**config.mk**
```make
export PLATFORM = sky130hd
export DESIGN_NAME = lane_vrf_write_arbiter
export DESIGN_NICKNAME = d
export VERILOG_FILES = /design/src/rtl/lane_vrf_write_arbiter.sv
export SDC_FILE = /design/constraint.sdc
export NUM_CORES = 1
export LEC_CHECK = 0
export BUFFER_PORTS_ARGS = -buffer_cell sky130_fd_sc_hd__buf_4
export CAP_MARGIN = 25
export CELL_PAD_IN_SITES_DETAIL_PLACEMENT = 1
export CELL_PAD_IN_SITES_GLOBAL_PLACEMENT = 1
export CORE_UTILIZATION = 39
export CTS_CLUSTER_DIAMETER = 40
export DETAILED_ROUTE_END_ITERATION = 8
export PLACE_DENSITY = 0.91
export SLEW_MARGIN = 20
export SYNTH_ARGS = -nofsm -noshare
export SYNTH_HDL_FRONTEND = slang
export SYNTH_SLANG_ARGS = --single-unit
```
**constraint.sdc**
```tcl
create_clock -name clock -period 5.51 [get_ports clock]
set_input_delay 1.102 -clock clock [delete_from_list [all_inputs] [get_ports clock]]
set_output_delay 1.102 -clock clock [all_outputs]
set_load 0.05 [all_outputs]
```
**src/rtl/lane_vrf_write_arbiter.sv**
```systemverilog
// lane_vrf_write_arbiter: merges the stage-3 and cross-lane VRF write requests
// round-robin into one registered VRF bank write port, and tracks in-flight
// writes per instruction index for the retire logic.
//
// state | meaning
// rr_q=0 | stage-3 port wins the next two-way contention
// rr_q=1 | cross-lane port wins the next two-way contention
module lane_vrf_write_arbiter #(
    parameter int DATA_WIDTH = 32,
    parameter int MASK_WIDTH = 4,
    parameter int VD_WIDTH   = 5,
    parameter int CNT_WIDTH  = 3
) (
    input  logic                  clock,
    input  logic                  reset,
    output logic                  s3_ready,
    input  logic                  s3_valid,
    input  logic [VD_WIDTH-1:0]   s3_vd,
    input  logic [MASK_WIDTH-1:0] s3_mask,
    input  logic [DATA_WIDTH-1:0] s3_data,
    input  logic                  s3_last,
    input  logic [2:0]            s3_instructionIndex,
    output logic                  cw_ready,
    input  logic                  cw_valid,
    input  logic [VD_WIDTH-1:0]   cw_vd,
    input  logic [MASK_WIDTH-1:0] cw_mask,
    input  logic [DATA_WIDTH-1:0] cw_data,
    input  logic                  cw_last,
    input  logic [2:0]            cw_instructionIndex,
    input  logic                  vrfWrite_ready,
    output logic                  vrfWrite_valid,
    output logic [VD_WIDTH-1:0]   vrfWrite_vd,
    output logic [MASK_WIDTH-1:0] vrfWrite_mask,
    output logic [DATA_WIDTH-1:0] vrfWrite_data,
    output logic                  vrfWrite_last,
    output logic [2:0]            vrfWrite_instructionIndex,
    output logic [7:0]            writeOutstanding,
    output logic [7:0]            instructionWriteDone
);

    localparam int NIDX = 8;
    localparam logic [CNT_WIDTH-1:0] CNT_MAX = '1;

    logic                  valid_q, valid_d;
    logic [VD_WIDTH-1:0]   vd_q, vd_d;
    logic [MASK_WIDTH-1:0] mask_q, mask_d;
    logic [DATA_WIDTH-1:0] data_q, data_d;
    logic                  last_q, last_d;
    logic [2:0]            idx_q, idx_d;
    logic                  rr_q, rr_d;
    logic [7:0]            done_q, done_d;
    logic [CNT_WIDTH-1:0]  cnt_q [NIDX];
    logic [CNT_WIDTH-1:0]  cnt_d [NIDX];

    logic commit, loadable, elig_s3, elig_cw, gnt_s3, gnt_cw;

    // Eligibility and round-robin grant; only eligible ports compete.
    always_comb begin
        commit   = valid_q & vrfWrite_ready;
        loadable = ~valid_q | vrfWrite_ready;
        elig_s3  = s3_valid & loadable & (cnt_q[s3_instructionIndex] != CNT_MAX) & reset;
        elig_cw  = cw_valid & loadable & (cnt_q[cw_instructionIndex] != CNT_MAX) & reset;
        gnt_s3   = elig_s3 & (~elig_cw | ~rr_q);
        gnt_cw   = elig_cw & (~elig_s3 | rr_q);
    end

    assign s3_ready = gnt_s3;
    assign cw_ready = gnt_cw;

    // Next-state for output register, pointer, counters and done pulses.
    always_comb begin
        valid_d = valid_q;
        vd_d    = vd_q;
        mask_d  = mask_q;
        data_d  = data_q;
        last_d  = last_q;
        idx_d   = idx_q;
        rr_d    = rr_q;
        if (gnt_s3) begin
            valid_d = 1'b1;
            vd_d    = s3_vd;
            mask_d  = s3_mask;
            data_d  = s3_data;
            last_d  = s3_last;
            idx_d   = s3_instructionIndex;
            rr_d    = 1'b1;
        end else if (gnt_cw) begin
            valid_d = 1'b1;
            vd_d    = cw_vd;
            mask_d  = cw_mask;
            data_d  = cw_data;
            last_d  = cw_last;
            idx_d   = cw_instructionIndex;
            rr_d    = 1'b0;
        end else if (commit) begin
            valid_d = 1'b0;
        end
        for (int i = 0; i < NIDX; i++) begin
            logic inc, dec;
            inc = (gnt_s3 & (s3_instructionIndex == 3'(i))) |
                  (gnt_cw & (cw_instructionIndex == 3'(i)));
            dec = commit & (idx_q == 3'(i));
            cnt_d[i] = cnt_q[i];
            if (inc & ~dec)
                cnt_d[i] = cnt_q[i] + 1'b1;
            else if (dec & ~inc)
                cnt_d[i] = cnt_q[i] - 1'b1;
            done_d[i] = commit & last_q & (idx_q == 3'(i));
        end
    end

    // State registers with synchronous active-low clear.
    always_ff @(posedge clock) begin
        if (!reset) begin
            valid_q <= 1'b0;
            vd_q    <= '0;
            mask_q  <= '0;
            data_q  <= '0;
            last_q  <= 1'b0;
            idx_q   <= '0;
            rr_q    <= 1'b0;
            done_q  <= '0;
            for (int i = 0; i < NIDX; i++) cnt_q[i] <= '0;
        end else begin
            valid_q <= valid_d;
            vd_q    <= vd_d;
            mask_q  <= mask_d;
            data_q  <= data_d;
            last_q  <= last_d;
            idx_q   <= idx_d;
            rr_q    <= rr_d;
            done_q  <= done_d;
            for (int i = 0; i < NIDX; i++) cnt_q[i] <= cnt_d[i];
        end
    end

    // Outstanding flags straight from the counters.
    always_comb begin
        for (int i = 0; i < NIDX; i++) writeOutstanding[i] = |cnt_q[i];
    end

    assign vrfWrite_valid            = valid_q;
    assign vrfWrite_vd               = vd_q;
    assign vrfWrite_mask             = mask_q;
    assign vrfWrite_data             = data_q;
    assign vrfWrite_last             = last_q;
    assign vrfWrite_instructionIndex = idx_q;
    assign instructionWriteDone      = done_q;

    // A committing write always has a matching nonzero counter.
    a_no_underflow: assert property (@(posedge clock) disable iff (!reset)
        (valid_q && vrfWrite_ready) |-> (cnt_q[idx_q] != '0));

endmodule

```
* After elaboration in Yosys (flattened, before gate mapping)
Memory sizes are Yosys's and may differ from the RTL's. Index checks and enable logic that the tools add are counted.
Storage, ports and cells: output and inout bits 64, bits in writable memories 24, register bits 55, memories 1
Memories:
- cnt_q | words 8, bits a word 3, read ports 10, clocked after Yosys merged registers in 0, wr ports 8, RTL line 52 | logic [CNT_WIDTH-1:0] cnt_q [NIDX];
Operators by class: bitwise gates (word level) 97, muxes and demuxes 41, equality and inequality tests 23, add/sub/neg operators 16, reductions and logical operators 13
Operator list (count):
- two-way mux 3 bit | 26
- two-way mux 32 bit | 2
- bitwise AND 1 bit | 58
- == test 3 bit (second input constant) | 12
- adder 3 x 1 -> 3 bit (second input constant) | 8
- OR reduction 3 bit | 8
- subtractor 3 x 1 -> 3 bit (second input constant) | 8
- NOT 1 bit | 20
- OR 1 bit | 19
- == test 3 x 2 -> 1 bit (second input constant) | 6
- two-way mux 5 bit | 2
- == test 3 x 1 -> 1 bit (second input constant) | 3
- zero test 3 bit | 3
- two-way mux 1 bit | 9
- two-way mux 4 bit | 2
- != test 3 bit (second input constant) | 2
- nonzero test 3 bit | 1
- nonzero test 2 bit | 1

* Logic depth before layout (Yosys ltp)
Gate-level depths: netlist (run 1).
depth after elaboration 15, depth in mapped cells 15, depth with buffers taken out 12

* Worst setup path before layout (run 1)
No wires, ideal clock.
kind input -> output, start point input cw_instructionIndex[1], end point output cw_ready, cell stages on the path 10, path slack 1.862 ns, arrival time 2.546 ns, cell sequence buf_2 -> nand4_1 -> o211ai_1 -> a31oi_1 -> and2_1 -> buf_4 -> buf_6 -> nand2_2 -> buf_2 -> inv_1
Between the ends: cells in the longest elaborated chain, start to end 5
Ends and longest elaborated chain:
- start: declaration | RTL line 29 | input logic [2:0] cw_instructionIndex,
- memory (8 x 3 bit)
- != test 3 bit | RTL line 62 | elig_cw = cw_valid & loadable & (cnt_q[cw_instructionIndex] != CNT_MAX) & reset;
- bitwise AND 1 bit (2 in series) | RTL line 62
- bitwise AND 1 bit | RTL line 64 | gnt_cw = elig_cw & (~elig_s3 | rr_q);
- end: declaration | RTL line 23 | output logic cw_ready,
Every way passes these cells.

* Worst setup path in the final report (run 1)
start point input reset, end point output cw_ready
Between the ends: cells in the longest elaborated chain, start to end 4, elaborated cells on any way between the ends 5, those cells by class bitwise (5)
Ends and longest elaborated chain:
- start: declaration | RTL line 15 | input logic reset,
- bitwise AND 1 bit | RTL line 61 | elig_s3 = s3_valid & loadable & (cnt_q[s3_instructionIndex] != CNT_MAX) & reset;
- NOT 1 bit | RTL line 64
- OR 1 bit | RTL line 64
- bitwise AND 1 bit (*) | RTL line 64
Every way passes the cells marked *; elsewhere a longest branch is shown, timed or not.

==> results of run 1 <==
[metal layers]
metal | wire length, µm | track usage (%) | share of wire [%] | vias up
li1 | - | - | - | 1909
met1 | 5420 | 27.7 | 38 | 2059
met2 | 7390 | 45.3 | 52 | 156
met3 | 762 | 4.66 | 5.4 | 44
met4 | 583 | 14.1 | 4.1 | 0
met5 | 0 | 0 | 0 | -
[stage by stage]
stage	power (µW)	worst slack (ps)	util [%]	hold slack [ps]
floorplan	1000	1860	-	467
detailed placement	1170	1360	51.7	504
global route	1730	1220	53.9	541
finish	1660	1360	53.9	515
global placement	1150	1390	51.7	489
CTS	1670	1360	53.9	515
[logic make-up after synthesis]
logic type	count (synthesis)	share of synthesized area (%)
buf+inv	51	6.85
mux	8	1.88
flops	79	37.2
compound gates	127	25.2
fa+ha+maj	16	6.12
simple gates	141	19.4
xor+xnor	16	3.29
[placed cells by master (no fill, tap or decap), drive strengths merged, types with 9 or more instances in the layout]
| cell | count |
|---|---|
| or3 | 16 |
| a21oi | 11 |
| nand3b | 44 |
| buf | 162 |
| clkbuf | 12 |
| inv | 14 |
| nand3 | 14 |
| nor2 | 26 |
| dfxtp | 79 |
| nand2 | 14 |
| o211a | 44 |
| o31a | 44 |
| o21ai | 9 |
| xor2 | 16 |
[final timing paths]
| kind | to | start | cells after the start | slack [ps] |
|---|---|---|---|---|
| hold / removal | cnt_q[0][2] | cnt_q[0][2] | 2 | 520 |
| setup reg to reg | cnt_q[7][2] | cnt_q[0][0] | 12 | 2320 |
| setup / recovery | cw_ready | reset | 8 | 1360 |
| hold reg to reg | cnt_q[0][2] | cnt_q[0][2] | 2 | 520 |
[Yosys cell counts, types with 6 or more instances]
cell	instances
dfxtp_1	79
nand3b_1	44
o211a_1	44
o31a_1	44
nor2_1	26
clkbuf_1	17
or3_1	16
xor2_1	16
nand3_1	14
inv_1	13
nand2_1	12
a21oi_1	11
buf_6	10
o21ai_0	9
fa_1	8
ha_1	8
mux2i_1	8
nand4_1	8
o32ai_1	6
[worst max-delay path, stage by stage]
cell	delay (ps)
buf_4	460
nand3_1	130
a31oi_1	240
and2_2	210
buf_4	460
nand2_2	110
inv_1	90
buf_4	200
[layout make-up]
class / count / area [µm²]
fill: 1215 / 4830
tap: 136 / 170
clock inverter: 3 / 65.1
sequential: 79 / 1580
inverter: 14 / 52.6
timing repair buffer: 162 / 1220
clock buffer: 12 / 165
multi-input combinational: 308 / 2390
[state kept, by name, summed over array words and instances (netlist names)]
register                   count
rr_q                           1
vrfWrite_last                  1
vrfWrite_valid                 1
vrfWrite_vd                    5
vrfWrite_mask                  4
instructionWriteDone           8
vrfWrite_instructionIndex      3
vrfWrite_data                 32
cnt_q                         24
[report_power, final]
| part | total, µW | switching (µW) | internal, µW |
|---|---|---|---|
| Combinational | 496 | 305 | 191 |
| Clock | 505 | 216 | 289 |
| Sequential | 659 | 41.4 | 618 |
==> summary.txt, run 1 <==
Clocking
  • CTS Buffer Depth: 2
  • Root Driver: clkbuf_8
  • Post-CTS Setup Bufs: 0
  • Post_cts resized: 0
  • H-tree levels: 3
  • Clk sinks: 79
  • Worst-skew pair later-pin latency: 370 ps
  • Number of buffers created by CTS: 9
  • # hold bufs at CTS: 0
  • CTS tree: built
  • Clock transition at the registers of the reported paths: 80 ps

Run status
  • Status: finished clean

Placed design
  • Placer Congestion: 0.929
  • I/O Buffers: 158
  • Area of placed instances: 5410 µm²
  • DP HPWL: 9.87 mm
  • Post-placement cell count: 699

Die
  • Die Height: 106 µm
  • Die width: 106 µm
  • Die area: 11300 µm²
  • Io pins: 159
  • Core area: 10500 µm²
  • Site Rows: 37
  • Starting Density: 40.6%

Worst setup path
  • Crit Path Max Fanout: 51
  • Crit end category: primary output
  • CP required: 4410 ps
  • Critical path class: input port to primary output
  • CP Launch Type: input port
  • CP arrival: 3040 ps

Power
  • LEAKAGE: 0.00268 µW
  • Maximum VDD drop: 0.000122 V
  • Power density over the cells: 295 nW/µm²

Routing
  • Initial DRC Count: 387
  • Total number of vias: 4168
  • Drt pass-1 iters: 4
  • Drt drc: 0
  • WL/cell: 19.8 µm
  • Vias per cell: 5.84
  • Routed wire length: 14.2 mm
  • ANT nets after route: 0

Timing
  • Final hold vios: 0
  • RSZ-0062 raised after global routing: no
  • Clock Skews: 8.99 ps
  • Relative slew slack: 41.6%
  • Final slew viol count: 0
  • Fin crit share: 75.2%
  • Final setup violation count: 0
  • Worst-Margin Slew: 875 ps
  • Tmin final: 4150 ps
  • Setup_tns: 0 ps
  • Max Freq: 241 MHz

GRT
  • Largest net degree at the start of global routing: 90
  • Vias in the first global route: 4459
  • Grt ovf: 0
  • Total GRT Usage: 25.2%
  • Initial antenna violation count: 0
  • First-pass GRT wire length: 22.1 mm

Yosys
  • Ys flop type: dfxtp_1
  • Post-synth net total: 549
  • Share of the synthesized area in the top cell type: 37.2%
  • FF+latch count, synth: 79
  • Mapped cell area: 4250 µm²
  • Syn Area/Cell: 9.71 µm²
  • Cell type with the largest total area after synthesis: dfxtp_1
  • Main area contributors after synthesis: dfxtp_1, o211a_1, o31a_1
  • Synth async-reset ratio: 0%
  • Seq/Total Area, Yosys: 37.2%
  • EDFF count, synth: 0
  • Distinct cells, synth: 39
  • Syn Inst Count: 438
  • Yosys warns: 0

Layout
  • # nets final: 685
  • Diode count: 0
  • Design Area, Final: 5640 µm²
  • Number of non-filler instances in the completed layout: 714
  • Synth-to-Final Area Change: 32.5%
  • Share of layout cells above drive strength 1: 32.0%

Flow run
  • Max-Cap Viols: 0

Hold path
  • Min-delay worst type: flip-flop to flip-flop
No activity file was read; power rests on OpenSTA's default activity.
==> run 2, diff against run 1 <==
CORE_UTILIZATION = 37   (was 39)
PLACE_DENSITY = 0.87   (was 0.91)
clock period = 4.2 ns   (was 5.51 ns; I/O delays follow)
==> summary.txt, run 2 (same netlist as run 1, synthesis figures left out) <==
Run status
  • Status: finished clean

Worst setup path
  • Slowest-stage cell, CP: buf_4
  • Crit Path Max Fanout: 48 (-5.9%)
  • CP Launch Point: cw_instructionIndex[0]
  • CP cell instances: buf_4, inv_1, o211ai_1, a31oi_1, and2_2, buf_4, nand2_2, inv_1, buf_4
  • Crit end category: primary output
  • Reg2Reg Setup Slack: 870 ps (-1450 ps)
  • CP required: 3360 ps (-1050 ps)
  • CP arrival: 2700 ps (-340 ps)
  • CP max stage delay: 460 ps (about the same)
  • Critical path class: input port to primary output
  • CP Launch Type: input port
  • Top cell by count, worst path: buf_4
  • R2r startpoint: cnt_q[4][0]
  • Worst Reg2Reg Path Length in Cells: 12 (unchanged)
  • RR Endpoint: cnt_q[0][2]

Clocking
  • CTS Buffer Depth: 2 (unchanged)
  • Post-CTS Setup Bufs: 0 (unchanged)
  • Clock transition at the registers of the reported paths: 60 ps (-20 ps)
  • H-tree levels: 3 (unchanged)
  • Root Driver: clkbuf_16
  • Worst-skew pair later-pin latency: 340 ps (-30 ps)
  • Post_cts resized: 0 (unchanged)
  • Number of buffers created by CTS: 9 (unchanged)
  • # hold bufs at CTS: 0 (unchanged)
  • CTS tree: built
  • Clk sinks: 79 (unchanged)

Placed design
  • Placer Congestion: 0.911 (-1.9%)
  • DP HPWL: 9.69 mm (-1.8%)
  • Pre-CTS setup slack: 502 ps (-854 ps)
  • I/O Buffers: 158 (unchanged)

Timing
  • Final hold vios: 0 (unchanged)
  • Setup ws final: 665 ps (-699 ps)
  • Fin crit share: 84.2%
  • RSZ-0062 raised after global routing: no
  • Setup_tns: 0 ps (unchanged)
  • Tmin final: 3540 ps
  • Relative slew slack: 61.9% (+20 points)
  • Max Freq: 283 MHz
  • Clock Skews: 5.84 ps (-3.16 ps)
  • Final setup violation count: 0 (unchanged)
  • Final slew viol count: 0 (unchanged)
  • Worst-Margin Slew: 571 ps (-304 ps)

Routing
  • ANT nets after route: 0 (unchanged)
  • Drt pass-1 iters: 4 (unchanged)
  • Vias per cell: 5.67 (-2.9%)
  • WL/cell: 19.4 µm (-2.1%)
  • Drt drc: 0 (unchanged)
  • Total number of vias: 4087 (-1.9%)
  • Routed wire length: 14.0 mm (-1.1%)
  • Initial DRC Count: 247 (-36%)

GRT
  • Total GRT Usage: 23.9% (-1.2 points)
  • Largest net degree at the start of global routing: 56 (-38%)
  • Grt ovf: 0 (unchanged)
  • Vias in the first global route: 4251 (-4.7%)
  • Initial antenna violation count: 0 (unchanged)
  • First-pass GRT wire length: 21.7 mm (-1.9%)

Layout
  • Synth-to-Final Area Change: 35.2%
  • # nets final: 687 (+0.29%)
  • Most frequent cells in the layout: buf_4, dfxtp_1, nand3b_1, o31a_1, o211a_1
  • Final Util: 52.1% (-1.7 points)
  • Max reg flops: 32 (unchanged)
  • Commonest non-fill, non-tap cell in the layout: buf_4
  • Diode count: 0 (unchanged)
  • Share of layout cells above drive strength 1: 32.2% (+0.18 points)

Hold path
  • Hold path startpoint: cnt_q[0][2]
  • Hold path cells: 2 (unchanged)
  • Min-delay worst type: flip-flop to flip-flop
  • Hold Path Sink: cnt_q[0][2]

Die
  • Io pins: 159 (unchanged)
  • Die area: 11900 µm² (+5.3%)
  • Core area: 11000 µm² (+5.4%)
  • Die Height: 109 µm (+2.6%)
  • Site Rows: 38 (+2.7%)
  • Die width: 109 µm (+2.6%)
  • Starting Density: 38.6% (-2.1 points)

Power
  • LEAKAGE: 0.00273 µW (+1.8%)
  • Maximum VDD drop: 0.000240 V (+97%)
  • Power density over the cells: 414 nW/µm² (+41%)

Flow run
  • Max-Cap Viols: 0 (unchanged)
run 2: cell count changes in the layout (fill, tap and decap cells not counted), sizes merged:
cell / delta
clkinvlp: +1
clkbuf: -1
clkinv: +1
buf: +2
run 2: per-stage QoR:
stage	hold slack [ps]	std cells	area, µm²	total power (µW)
floorplan	467	438	4250	1310
global placement	483	705	5430	1510
detailed placement	500	705	5430	1530
CTS	514	721	5750	2400
global route	535	721	5750	2470
finish	519	721	5750	2380
run 2: worst max-delay path: cells and delay by family:
| family | cells | cell delay (ps) |
|---|---|---|
| AOI/OAI and AO/OA | 2 | 420 |
| and+or+nand+nor | 2 | 350 |
| buffers and inverters | 5 | 1070 |
run 2: worst max path at each step:
| stage | to |
|---|---|
| after floorplan | cnt_q[4][2] |
| after global placement | cnt_q[0][2] |
| after detailed placement | cnt_q[0][2] |
| after CTS | cw_ready |
| after global routing | cw_ready |
| final | cw_ready |
run 2: cell type report:
class | count | area, µm²
repair buffers | 164 | 1230
fillers | 1269 | 5280
inverters | 14 | 52.6
flip-flops and latches | 79 | 1580
clock buffers | 11 | 243
multi-input cells | 308 | 2390
well taps | 140 | 175
clock inverters | 5 | 81.3
run 2: where the power goes:
| part | internal (µW) | total (µW) | switching [µW] |
|---|---|---|---|
| clock | 537 | 868 | 331 |
| sequential | 812 | 866 | 54.1 |
| combinational | 252 | 647 | 395 |
| total | 1600 | 2380 | 780 |
run 2: per-layer routing:
layer	up-vias	part of all wire [%]	track usage (%)
met1	2013	42	28.5
met5	-	0	0
li1	1914	-	-
met2	138	50	40.9
met4	0	2.4	11.2
met3	22	5.6	4.96
